**src/rtl/csr_issue_stage_pkg.sv**
```systemverilog
// Shared constants for the CSR issue stage: CSR type codes, SYSTEM opcode,
// and the default drain length.
package csr_issue_stage_pkg;

  typedef enum logic [2:0] {
    NOTCSR = 3'd0,
    CSRRW  = 3'd1,
    CSRRS  = 3'd2,
    CSRRC  = 3'd3,
    CSRRWI = 3'd5,
    CSRRSI = 3'd6,
    CSRRCI = 3'd7
  } csr_type_e;

  localparam logic [6:0] OPCODE_SYSTEM    = 7'b1110011;
  localparam logic [2:0] FUNCT3_PRIV      = 3'b000;
  localparam logic [2:0] FUNCT3_ILLEGAL   = 3'b100;
  localparam int         DRAIN_CYCLES_DEF = 2;

endpackage

```
**src/rtl/csr_issue_stage_csr_decode.sv**
```systemverilog
// Pure combinational decode of a SYSTEM-opcode CSR instruction into type,
// address, rd, zimm and an illegal-encoding flag.
module csr_issue_stage_csr_decode
  import csr_issue_stage_pkg::*;
(
  input  logic        valid,
  input  logic [31:0] inst,
  output logic        is_csr,
  output logic        illegal,
  output csr_type_e   csr_type,
  output logic [11:0] csr_addr,
  output logic [4:0]  rd,
  output logic [4:0]  zimm
);

  logic [6:0] opcode;
  logic [2:0] funct3;
  logic       is_system;

  assign opcode    = inst[6:0];
  assign funct3    = inst[14:12];
  assign is_system = valid & (opcode == OPCODE_SYSTEM);

  // funct3 000 covers ecall/ebreak/mret: not a CSR op, but not illegal here.
  assign is_csr   = is_system & (funct3 != FUNCT3_PRIV) & (funct3 != FUNCT3_ILLEGAL);
  assign illegal  = is_system & (funct3 == FUNCT3_ILLEGAL);
  assign csr_type = is_csr ? csr_type_e'(funct3) : NOTCSR;
  assign csr_addr = inst[31:20];
  assign rd       = inst[11:7];
  assign zimm     = inst[19:15];

endmodule

```
**src/rtl/csr_issue_stage.sv**
```systemverilog
// CSR issue stage: registers decoded CSR fields for the CSR file and holds off
// a following CSR op until the previous one has drained through the file.
module csr_issue_stage
  import csr_issue_stage_pkg::*;
#(
  parameter int DRAIN_CYCLES = DRAIN_CYCLES_DEF,
  parameter int XLEN         = 32
) (
  input  logic            clk,
  input  logic            rst,
  input  logic            en_i,
  input  logic            flush_i,
  input  logic            valid_i,
  input  logic [31:0]     inst_i,
  input  logic [XLEN-1:0] rs1_data_i,
  output logic [11:0]     csr_addr_o,
  output logic [2:0]      csr_type_o,
  output logic [XLEN-1:0] csr_wdata_o,
  output logic [XLEN-1:0] csr_zimm_o,
  output logic [4:0]      csr_rd_o,
  output logic            csr_wb_en_o,
  output logic            illegal_o,
  output logic            csr_busy_o
);

  logic        dec_is_csr;
  logic        dec_illegal;
  csr_type_e   dec_type;
  logic [11:0] dec_addr;
  logic [4:0]  dec_rd;
  logic [4:0]  dec_zimm;

  logic [2:0]  cnt;
  csr_type_e   type_q;
  logic        capture;

  csr_issue_stage_csr_decode u_decode (
    .valid    (valid_i),
    .inst     (inst_i),
    .is_csr   (dec_is_csr),
    .illegal  (dec_illegal),
    .csr_type (dec_type),
    .csr_addr (dec_addr),
    .rd       (dec_rd),
    .zimm     (dec_zimm)
  );

  assign csr_busy_o = dec_is_csr & (cnt != 3'd0);
  assign capture    = en_i & ~flush_i & ~csr_busy_o;
  assign csr_type_o = type_q;

  always_ff @(posedge clk) begin
    if (rst) begin
      cnt         <= 3'd0;
      type_q      <= NOTCSR;
      csr_addr_o  <= '0;
      csr_wdata_o <= '0;
      csr_zimm_o  <= '0;
      csr_rd_o    <= '0;
      csr_wb_en_o <= 1'b0;
      illegal_o   <= 1'b0;
    end else begin
      // The counter keeps draining through flushes and stalls: an older op may
      // still be in flight in the CSR file.
      if (capture && dec_is_csr) begin
        cnt <= 3'(DRAIN_CYCLES);
      end else if (cnt != 3'd0) begin
        cnt <= cnt - 3'd1;
      end

      if (flush_i || (en_i && csr_busy_o)) begin
        type_q      <= NOTCSR;
        csr_addr_o  <= '0;
        csr_wdata_o <= '0;
        csr_zimm_o  <= '0;
        csr_rd_o    <= '0;
        csr_wb_en_o <= 1'b0;
        illegal_o   <= 1'b0;
      end else if (en_i) begin
        type_q      <= dec_type;
        csr_addr_o  <= dec_addr;
        csr_wdata_o <= rs1_data_i;
        csr_zimm_o  <= {{(XLEN-5){1'b0}}, dec_zimm};
        csr_rd_o    <= dec_rd;
        csr_wb_en_o <= dec_is_csr & (dec_rd != 5'd0);
        illegal_o   <= dec_illegal;
      end
    end
  end

endmodule
```
**config.mk**
```make
export PLATFORM = sky130hd
export DESIGN_NAME = csr_issue_stage
export DESIGN_NICKNAME = d
export VERILOG_FILES = /design/src/rtl/csr_issue_stage_pkg.sv /design/src/rtl/csr_issue_stage_csr_decode.sv /design/src/rtl/csr_issue_stage.sv
export SDC_FILE = /design/constraint.sdc
export NUM_CORES = 1
export LEC_CHECK = 0
export CAP_MARGIN = 20
export CORE_MARGIN = 2
export CORE_UTILIZATION = 40
export CTS_CLUSTER_DIAMETER = 30
export DETAILED_ROUTE_END_ITERATION = 6
export GPL_TIMING_DRIVEN = 0
export HOLD_SLACK_MARGIN = 0.08
export PLACE_DENSITY = 0.91
export SYNTH_ARGS = -nofsm -noshare
export SYNTH_HDL_FRONTEND = slang
export SYNTH_SLANG_ARGS = --single-unit
```
**constraint.sdc**
```tcl
create_clock -name clk -period 2.15 [get_ports clk]
set_input_delay 0.43 -clock clk [delete_from_list [all_inputs] [get_ports clk]]
set_output_delay 0.43 -clock clk [all_outputs]
set_load 0.01 [all_outputs]
```
* Word-level counts from Yosys, hierarchy flattened *
Index checks and enable logic that the tools add are counted.

cells by class
  add/subtract/negate cells = 1
  eq/ne operators = 3
  mux-type cells = 3
  bitwise gates (word level) = 10
  reductions and logical operators = 9

operators with widths
  operator                                                             count
  1-bit bitwise AND                                                    8
  7-bit == test (second input constant)                                1
  3-bit nonzero test                                                   2
  5-bit nonzero test                                                   1
  2-bit 2-to-1 mux                                                     2
  2-bit OR reduction                                                   2
  3-bit == test (second input constant)                                1
  3-bit 2-to-1 mux                                                     1
  3-bit != test (second input constant)                                1
  3-bit by 1-bit subtractor with 3-bit output (second input constant)  1
  1-bit logical AND                                                    2
  1-bit NOT                                                            2
  2-bit nonzero test                                                   1
  1-bit logical OR                                                     1

storage, ports and cells
  flip-flop bits (word level) = 62
  bits of input ports = 69
  output and inout port bits = 87
  word-level logic and storage cells = 35

* Logic depth before layout (Yosys ltp) *
Gate-level depths: netlist of the first run.

  depth after elaboration = 9
  mapped depth = 6
  gate-level depth less buffers = 3

* Modules after synthesis *
Synthesis of the first run repeated with hierarchy kept, for this count alone.

second synthesis, totals
  cells, all modules = 269
  area, all modules = 2686.3 um^2

modules (own cells, without submodules)
  module                      times used  cells an instance  area an instance (um^2)
  csr_issue_stage             1           236                2427.3
  csr_issue_stage_csr_decode  1           33                 259.0

* Worst setup path before layout of the first run *
Ideal clock, no wire load.

  path type = input port to output port
  start point = input port inst_i[2]
  end point = output port csr_busy_o
  arrival = 1091 ps
  data required time = 1720 ps
  setup slack = 629 ps
  cell stages on the path = 3
  buffers on the path = 0
  cell sequence = and4bb_2 -> nand2_1 -> nor3_1

on the way
  longest elaborated chain between the ends = 5

ends and longest elaborated chain
  item                            RTL line                          RTL
  start, declared                 csr_issue_stage.sv:14             input logic [31:0] inst_i,
  7-bit == test                   csr_issue_stage_csr_decode.sv:22  assign is_system = valid & (opcode == OPCODE_SYSTEM);
  1-bit bitwise AND               csr_issue_stage_csr_decode.sv:22
  1-bit bitwise AND (2 in a row)  csr_issue_stage_csr_decode.sv:25  assign is_csr = is_system & (funct3 != FUNCT3_PRIV) & (funct3 != FUNCT3_ILLEGAL);
  1-bit bitwise AND               csr_issue_stage.sv:48             assign csr_busy_o = dec_is_csr & (cnt != 3'd0);
  end, declared                   csr_issue_stage.sv:23             output logic csr_busy_o

No other way between the ends.

* Final worst setup path of the first run *
  start point = input port inst_i[5]
  end point = output port csr_busy_o

The elaborated chain is that of the path after synthesis.

==> metrics.md, run 1 <==
| Metric | Value |
|---|---|
| Clock latency on the worst-skew pair | `0.32 ns` |
| Worst setup EP type | `output port` |
| Total die area | `slightly below 7000 µm²` |
| Met1 usage | `20.7%` |
| Drt via density | `4.47` |
| Vias | `between 2,000 and 2,500` |
| Final wirelength | `6.36 mm` |
| Final hold vios | `0` |
| Internal power | `slightly below 0.002 W` |
| Global-route met2 utilization | `between 30% and 40%` |
| Reg2Reg Setup Slack | `between 0.4 and 0.5 ns` |
| Dpl cell area | `a little under 4000 µm²` |
| GRT Max-Usage Layer | `met2` |
| Worst setup SP type | `input pin` |
| Period utilization | `between 90% and 100%` |
| Final ANT Viol Nets | `0` |
| Post-DP HPWL | `approximately 4.9 mm` |
| Nets@finish | `480` |
| Gate power share | `around 16%` |
| Number of I/O pins | `156` |
| 1st-pass router iterations | `4` |
| Peak Freq | `491 MHz` |
| 1st-iter DRT viols | `35` |
| Clk sink count | `between 60 and 70` |
| Initial Utilization | `around two fifths` |
| GR Util met3 | `5.86%` |
| Root Buffer | `clkbuf_8` |
| Switching Share | `23.1%` |
| Inserted Clock Buffers | `9` |
| Synthesized cell area | `between 2000 and 3000 µm²` |
| DR WL/cell | `between 10 and 15 µm` |
| Number of antenna violations at the first check in global routing | `0` |
| RSZ-0062 raised after global routing | `false` |
| Reg2Reg Depth | `5` |
| Max-cap viol count | `0` |
| Most frequent cells in the layout | `126 x clkdlybuf4s50_1, 62 x dfxtp_1, 58 x nor2_1` |
| Type of the worst setup path | `input pin to output port` |
| Final Max Tran Viols | `0` |
| Clk pwr share | `~36%` |
| Crit path required time | `around 1.7 ns` |
| GRT Total Usage | `roughly 18%` |
| Worst-margin pin slew | `between 0.6 and 0.7 ns` |
| Worst Hold End | `csr_type_o[2]` |
| Num rows | `28` |
| First-pass GRT wire length | `slightly above 10 mm` |
| Drt drc | `0` |
| Yosys warns | `0` |
| Minimum clock period | `roughly 2.0 ns` |
| Maximum VDD drop | `about 0.00047 V` |
| Worst Hold Path Cells | `2` |
| Outcome | `completed` |
| Hold WC Path Type | `flip-flop to flip-flop` |
| Largest net degree at the start of global routing | `11` |
| Rel. slew slack | `roughly 55%` |
| Avg Inst Size Synth | `~10 µm²` |
| Arr. time, crit path | `around 1.6 ns` |
| Congestion Overflow GR | `0` |
| Critical R2R Launch | `cnt[1]` |
| Core box area | `roughly 6000 µm²` |
| Clock skew | `just under 0.003 ns` |
| Ant diodes | `0` |
| Yosys reg bits | `62` |
| CTS tree | `done` |
| Critical hold path startpoint | `csr_type_o[2]` |
| Sequential share of the synthesized area | `around half` |
| Die width | `about 83 µm` |
| Final std cell area, no fill | `just over 4000 µm²` |
| Sequential power share | `47.6%` |
| WHS | `between 0.4 and 0.5 ns` |
| Vias in the first global route | `between 2,000 and 2,500` |
| # H-tree levels | `3` |
| Max clock buf depth | `2` |
| Cells after synthesis | `~250` |
| Area growth syn-to-layout | `65.0%` |
| Worst-path clk slew | `0.06 ns` |
| GPL Wtd Cong | `about 0.75` |
| Yosys cell types | `29` |
| Die Ht | `83.2 µm` |
| Layout cells sized above 1 | `between 10% and 20%` |
| Sw power | `around 0.00058 W` |
| Post-CTS setup buffers | `0` |
| IO buf count | `between 100 and 150` |
| Setup violations, final | `0` |
| Max Fanout on Critical Path | `5` |
| Reg2reg end | `csr_wdata_o[1]` |
| Leakage | `between 1.5 and 2 nW` |
| Commonest non-fill, non-tap cell in the layout | `clkdlybuf4s50_1` |
| PD cells | `~600 nW/µm²` |
synth_stat cells, drive strengths merged:
cell | number | area [µm²]
dfxtp | 62 | 1240
nor2 | 58 | 218
mux2i | 54 | 541
buf | 39 | 277
a21oi | 5 | 25.0
nand2b | 4 | 25.0
nand4 | 4 | 25.0
nor3 | 3 | 15.0
o41ai | 2 | 25.0
and2 | 1 | 6.26
and3b | 1 | 8.76
and4 | 1 | 8.76
and4bb | 1 | 12.5
clkbuf | 1 | 3.75
conb | 1 | 3.75
nand2 | 1 | 3.75
nand3b | 1 | 7.51
nand4b | 1 | 8.76
nand4bb | 1 | 11.3
nor3b | 1 | 7.51
o2111ai | 1 | 8.76
o21ai | 1 | 5.00
o31ai | 1 | 7.51
or4 | 1 | 7.51
xnor2 | 1 | 8.76
layout make-up:
cell class / instances / area (µm²)
sequential: 62 / 1240
buffer: 40 / 280
fill: 467 / 1850
multi-input combinational: 171 / 1090
clock buffer: 13 / 169
timing repair buffer: 127 / 1270
clock inverter: 1 / 5.00
tap: 75 / 93.8
stage by stage:
| stage | utilization, % | power (W) | worst slack, ns | TNS [ns] | cells |
|---|---|---|---|---|---|
| 3_5_place_dp | 66.3 | 0.00164 | -0.320 | -2.01 | 475 |
| 4_1_cts | 69.3 | 0.00254 | 0.00490 | 0 | 489 |
| 6_report | 69.2 | 0.00252 | 0.112 | 0 | 489 |
| 5_1_grt | 69.2 | 0.00263 | 0.0170 | 0 | 489 |
| 3_3_place_gp | 66.3 | 0.00163 | -0.287 | -1.55 | 475 |
| 2_1_floorplan | - | 0.00142 | 0.629 | 0 | 273 |
how the worst max path moves through the flow:
stage               startpoint         end  slack (ns)
floorplan            inst_i[2]  csr_busy_o        0.63
global placement       valid_i  csr_busy_o       -0.29
detailed placement   inst_i[5]  csr_busy_o       -0.32
CTS                  inst_i[5]  csr_busy_o       0.005
global route         inst_i[5]  csr_busy_o        0.02
finish               inst_i[5]  csr_busy_o        0.11
cell families (layout without fill, tap and decap cells):
family	Yosys count	in the layout	share of synthesized area (%)
and+or+nand+nor	79	79	14.5
buffers and inverters	40	181	11.2
AOI/OAI and AO/OA	10	10	2.84
other	1	27	0.149
DFF	62	62	49.4
muxes	54	54	21.5
xor gates and xnor gates	1	1	0.349
metal layers:
| layer | wire length [µm] | vias up |
|---|---|---|
| met1 | 2660 | 982 |
| met2 | 3120 | 92 |
| met4 | 75 | 0 |
| li1 | - | 1103 |
| met3 | 509 | 8 |
| met5 | 0 | - |
sequential cells by signal, indices dropped and copies added, names as in the netlist:
| signal | flops |
|---|---|
| cnt | 3 |
| csr_addr_o | 12 |
| csr_rd_o | 5 |
| csr_type_o | 3 |
| csr_wb_en_o | 1 |
| csr_wdata_o | 32 |
| csr_zimm_o | 5 |
| illegal_o | 1 |
power groups by stage:
| stage | clock [W] | sequential (W) | combinational, W |
|---|---|---|---|
| 2_1_floorplan | 0 | 0.00124 | 0.000180 |
| 3_3_place_gp | 0 | 0.00122 | 0.000406 |
| 3_5_place_dp | 0 | 0.00122 | 0.000412 |
| 4_1_cts | 0.000928 | 0.00120 | 0.000414 |
| 5_1_grt | 0.000979 | 0.00120 | 0.000446 |
| 6_report | 0.000907 | 0.00120 | 0.000414 |
worst max-delay path, cell delays in order:
cell and delay [ns]:
clkdlybuf4s50_1 0.49, and4_2 0.29, nand2_1 0.09, nor3_1 0.14
clkbuf_2 0.17
repair_timing:
item | in CTS | in global routing
hold buffers | 0 | 0
cloned | 0 | 0
endpoints found under the setup margin | 1 | 1
gates resized for setup | 3 | 2
No activity file was read; power rests on OpenSTA's default activity.
==> run 2: changes to the inputs <==
--- a/config.mk
+++ b/config.mk
@@ -6,7 +6,7 @@
 export NUM_CORES = 1
 export LEC_CHECK = 0
 export CAP_MARGIN = 20
-export CORE_MARGIN = 2
+export CORE_MARGIN = 4
 export CORE_UTILIZATION = 40
 export CTS_CLUSTER_DIAMETER = 30
 export DETAILED_ROUTE_END_ITERATION = 6
==> run 2 against run 1 <==
Compared with the run above: global-route usage shrank 0.53 points; combinational power is essentially flat; final cell count grew 0.41%; sequential share of layout area shrank 0.18 points; power grew 4.3%; worst hold slack lost 0.0022 ns; sequential power is essentially flat; clock skew grew 0.0017 ns; final area grew 0.60%; count of clock-buffer cells in the layout shrank 3; worst setup slack gained 0.0088 ns; routed wire length grew 6.9%; critical path type unchanged; largest cell class unchanged.
==> metrics.md, run 2 (same netlist as run 1, synthesis figures left out) <==
| Metric | Value |
|---|---|
| Most frequent cells in the layout | `126 x clkdlybuf4s50_1, 62 x dfxtp_1, 58 x nor2_1` |
| Setup violations, final | `0` |
| Max-cap viol count | `0` |
| Vias | `approximately 2,200` |
| CP max stage delay | `between 0.4 and 0.5 ns` |
| Critical R2R Launch | `cnt[1]` |
| Outcome | `completed` |
| Top delay family on crit path | `buffers and inverters` |
| DP Cell Count | `475` |
| Core box area | `around 6000 µm²` |
| Reg2reg end | `csr_rd_o[1]` |
| Worst setup SP type | `input pin` |
| Most flop-heavy register | `csr_wdata_o` |
| IO buf count | `127` |
| Die Ht | `around 87 µm` |
| Inserted Clock Buffers | `9` |
| Nets@finish | `480` |
| GPL Wtd Cong | `between 0.7 and 0.8` |
| GRT Total Usage | `between 15 and 20%` |
| Reg2Reg Depth | `5` |
| Post-DP HPWL | `between 5 and 6 mm` |
| Num rows | `28` |
| Minimum clock period | `~2 ns` |
| Area growth syn-to-layout | `66.0%` |
| WP buf/inv | `2` |
| Number of I/O pins | `~160` |
| Leakage | `between 1.5 and 2 nW` |
| First-pass GRT wire length | `around 10 mm` |
| Final Max Tran Viols | `0` |
| Worst setup margin | `~0.12 ns` |
| Rel. slew slack | `54.9%` |
| Worst-path clk slew | `approximately 0.070 ns` |
| # H-tree levels | `3` |
| Worst setup EP type | `output port` |
| 1st-iter DRT viols | `76` |
| CTS tree | `done` |
| Commonest non-fill, non-tap cell in the layout | `clkdlybuf4s50_1` |
| Ant diodes | `0` |
| Clock skew | `0.00470 ns` |
| Crit path required time | `around 1.7 ns` |
| Final hold vios | `0` |
| Worst Hold Path Cells | `2` |
| Number of flip-flops in the largest register | `32` |
| Critical hold path startpoint | `csr_type_o[1]` |
| Root Buffer | `clkbuf_8` |
| Drt drc | `0` |
| Largest net degree at the start of global routing | `12` |
| CP max stage cell | `clkdlybuf4s50_1` |
| Layout cells sized above 1 | `13.9%` |
| PD cells | `around 630 nW/µm²` |
| Final wirelength | `slightly below 7 mm` |
| Clk sink count | `between 60 and 70` |
| Drt via density | `around 4.5` |
| Type of the worst setup path | `input pin to output port` |
| Critical Path, Cell by Cell | `clkdlybuf4s50_1 > and4_2 > nand2_1 > nor3_1 > clkbuf_2` |
| Worst Hold End | `csr_type_o[1]` |
| Vias in the first global route | `2,274` |
| RSZ-0062 raised after global routing | `false` |
| Final ANT Viol Nets | `0` |
| Period utilization | `approximately 94%` |
| Worst-margin pin slew | `between 0.6 and 0.7 ns` |
| Total die area | `about 7600 µm²` |
| Worst slack, placed | `-0.316 ns` |
| Arr. time, crit path | `between 1.5 and 2 ns` |
| Number of antenna violations at the first check in global routing | `0` |
| Maximum VDD drop | `a little under 0.0004 V` |
| Non-filler cells, final | `between 400 and 500` |
| Hold WC Path Type | `flip-flop to flip-flop` |
| Peak Freq | `493 MHz` |
| Max Fanout on Critical Path | `5` |
| DR WL/cell | `roughly 14 µm` |
| Initial Utilization | `41.9%` |
| Post-Route Utilization | `69.6%` |
| Leading registers by flop count | `csr_wdata_o (32), csr_addr_o (12)` |
| Congestion Overflow GR | `0` |
| Die width | `around 87 µm` |
| Clock latency on the worst-skew pair | `~0.33 ns` |
| Max clock buf depth | `2` |
| 1st-pass router iterations | `4` |
| Reg2Reg Setup Slack | `~0.47 ns` |
run 2: metal layers:
metal  wire [µm]  global-route usage, %  vias up
li1            -                      -     1106
met1        2670                   19.5     1005
met2        3310                   30.6      100
met3         707                   6.72       10
met4         114                   7.67        0
met5           0                      0        -
run 2: power breakdown:
part / internal [W] / total, W / switching, W
clock: 0.000562 / 0.00101 / 0.000452
combinational: 0.000257 / 0.000416 / 0.000159
sequential: 0.00118 / 0.00120 / 0.0000169
run 2: worst max-delay path by stage:
stage	start	end	slack, ns	cells past startpoint
floorplan	inst_i[2]	csr_busy_o	0.63	3
global placement	valid_i	csr_busy_o	-0.28	5
detailed placement	inst_i[6]	csr_busy_o	-0.32	5
CTS	inst_i[3]	csr_busy_o	0.007	5
global route	inst_i[3]	csr_busy_o	0.0008	5
finish	inst_i[5]	csr_busy_o	0.12	5
run 2: metrics by stage:
| step | total power [W] | setup TNS, ns | instance area [µm²] | hold slack (ns) |
|---|---|---|---|---|
| 6_report | 0.00263 | 0 | 4170 | 0.470 |
| 5_1_grt | 0.00276 | 0 | 4170 | 0.492 |
| 4_1_cts | 0.00266 | 0 | 4170 | 0.471 |
| 3_5_place_dp | 0.00164 | -1.81 | 3970 | 0.459 |
| 3_3_place_gp | 0.00163 | -1.14 | 3970 | 0.454 |
| 2_1_floorplan | 0.00142 | 0 | 2610 | 0.471 |
run 2: tightest hold or removal path, cell delays in order, from the launching register on:
cell and delay [ns]:
dfxtp_1 0.31, nand2b_1 0.06, a21oi_1 0.05
run 2: what timing repair did:
item                                    in CTS  in global routing
hold buffers                                 0                  0
cloned                                       0                  0
gates resized for setup                      3                  2
endpoints found under the setup margin       1                  1
buffers inserted                             0                  0
run 2: area by class of cell:
type	instances	area, µm²
clock buffers	10	138
fillers	487	1820
well taps	75	93.8
multi-input cells	171	1090
plain buffers	40	280
repair buffers	127	1270
clock inverters	6	61.3
flip-flops and latches	62	1240
==> run 3: changes to the inputs <==
--- a/config.mk
+++ b/config.mk
@@ -9,6 +9,7 @@
 export CORE_MARGIN = 4
 export CORE_UTILIZATION = 40
 export CTS_CLUSTER_DIAMETER = 30
+export CTS_CLUSTER_SIZE = 40
 export DETAILED_ROUTE_END_ITERATION = 6
 export GPL_TIMING_DRIVEN = 0
 export HOLD_SLACK_MARGIN = 0.08
==> results of run 3 <==
Same layout as run 2: the final DEF is identical, and so are final timing and power.
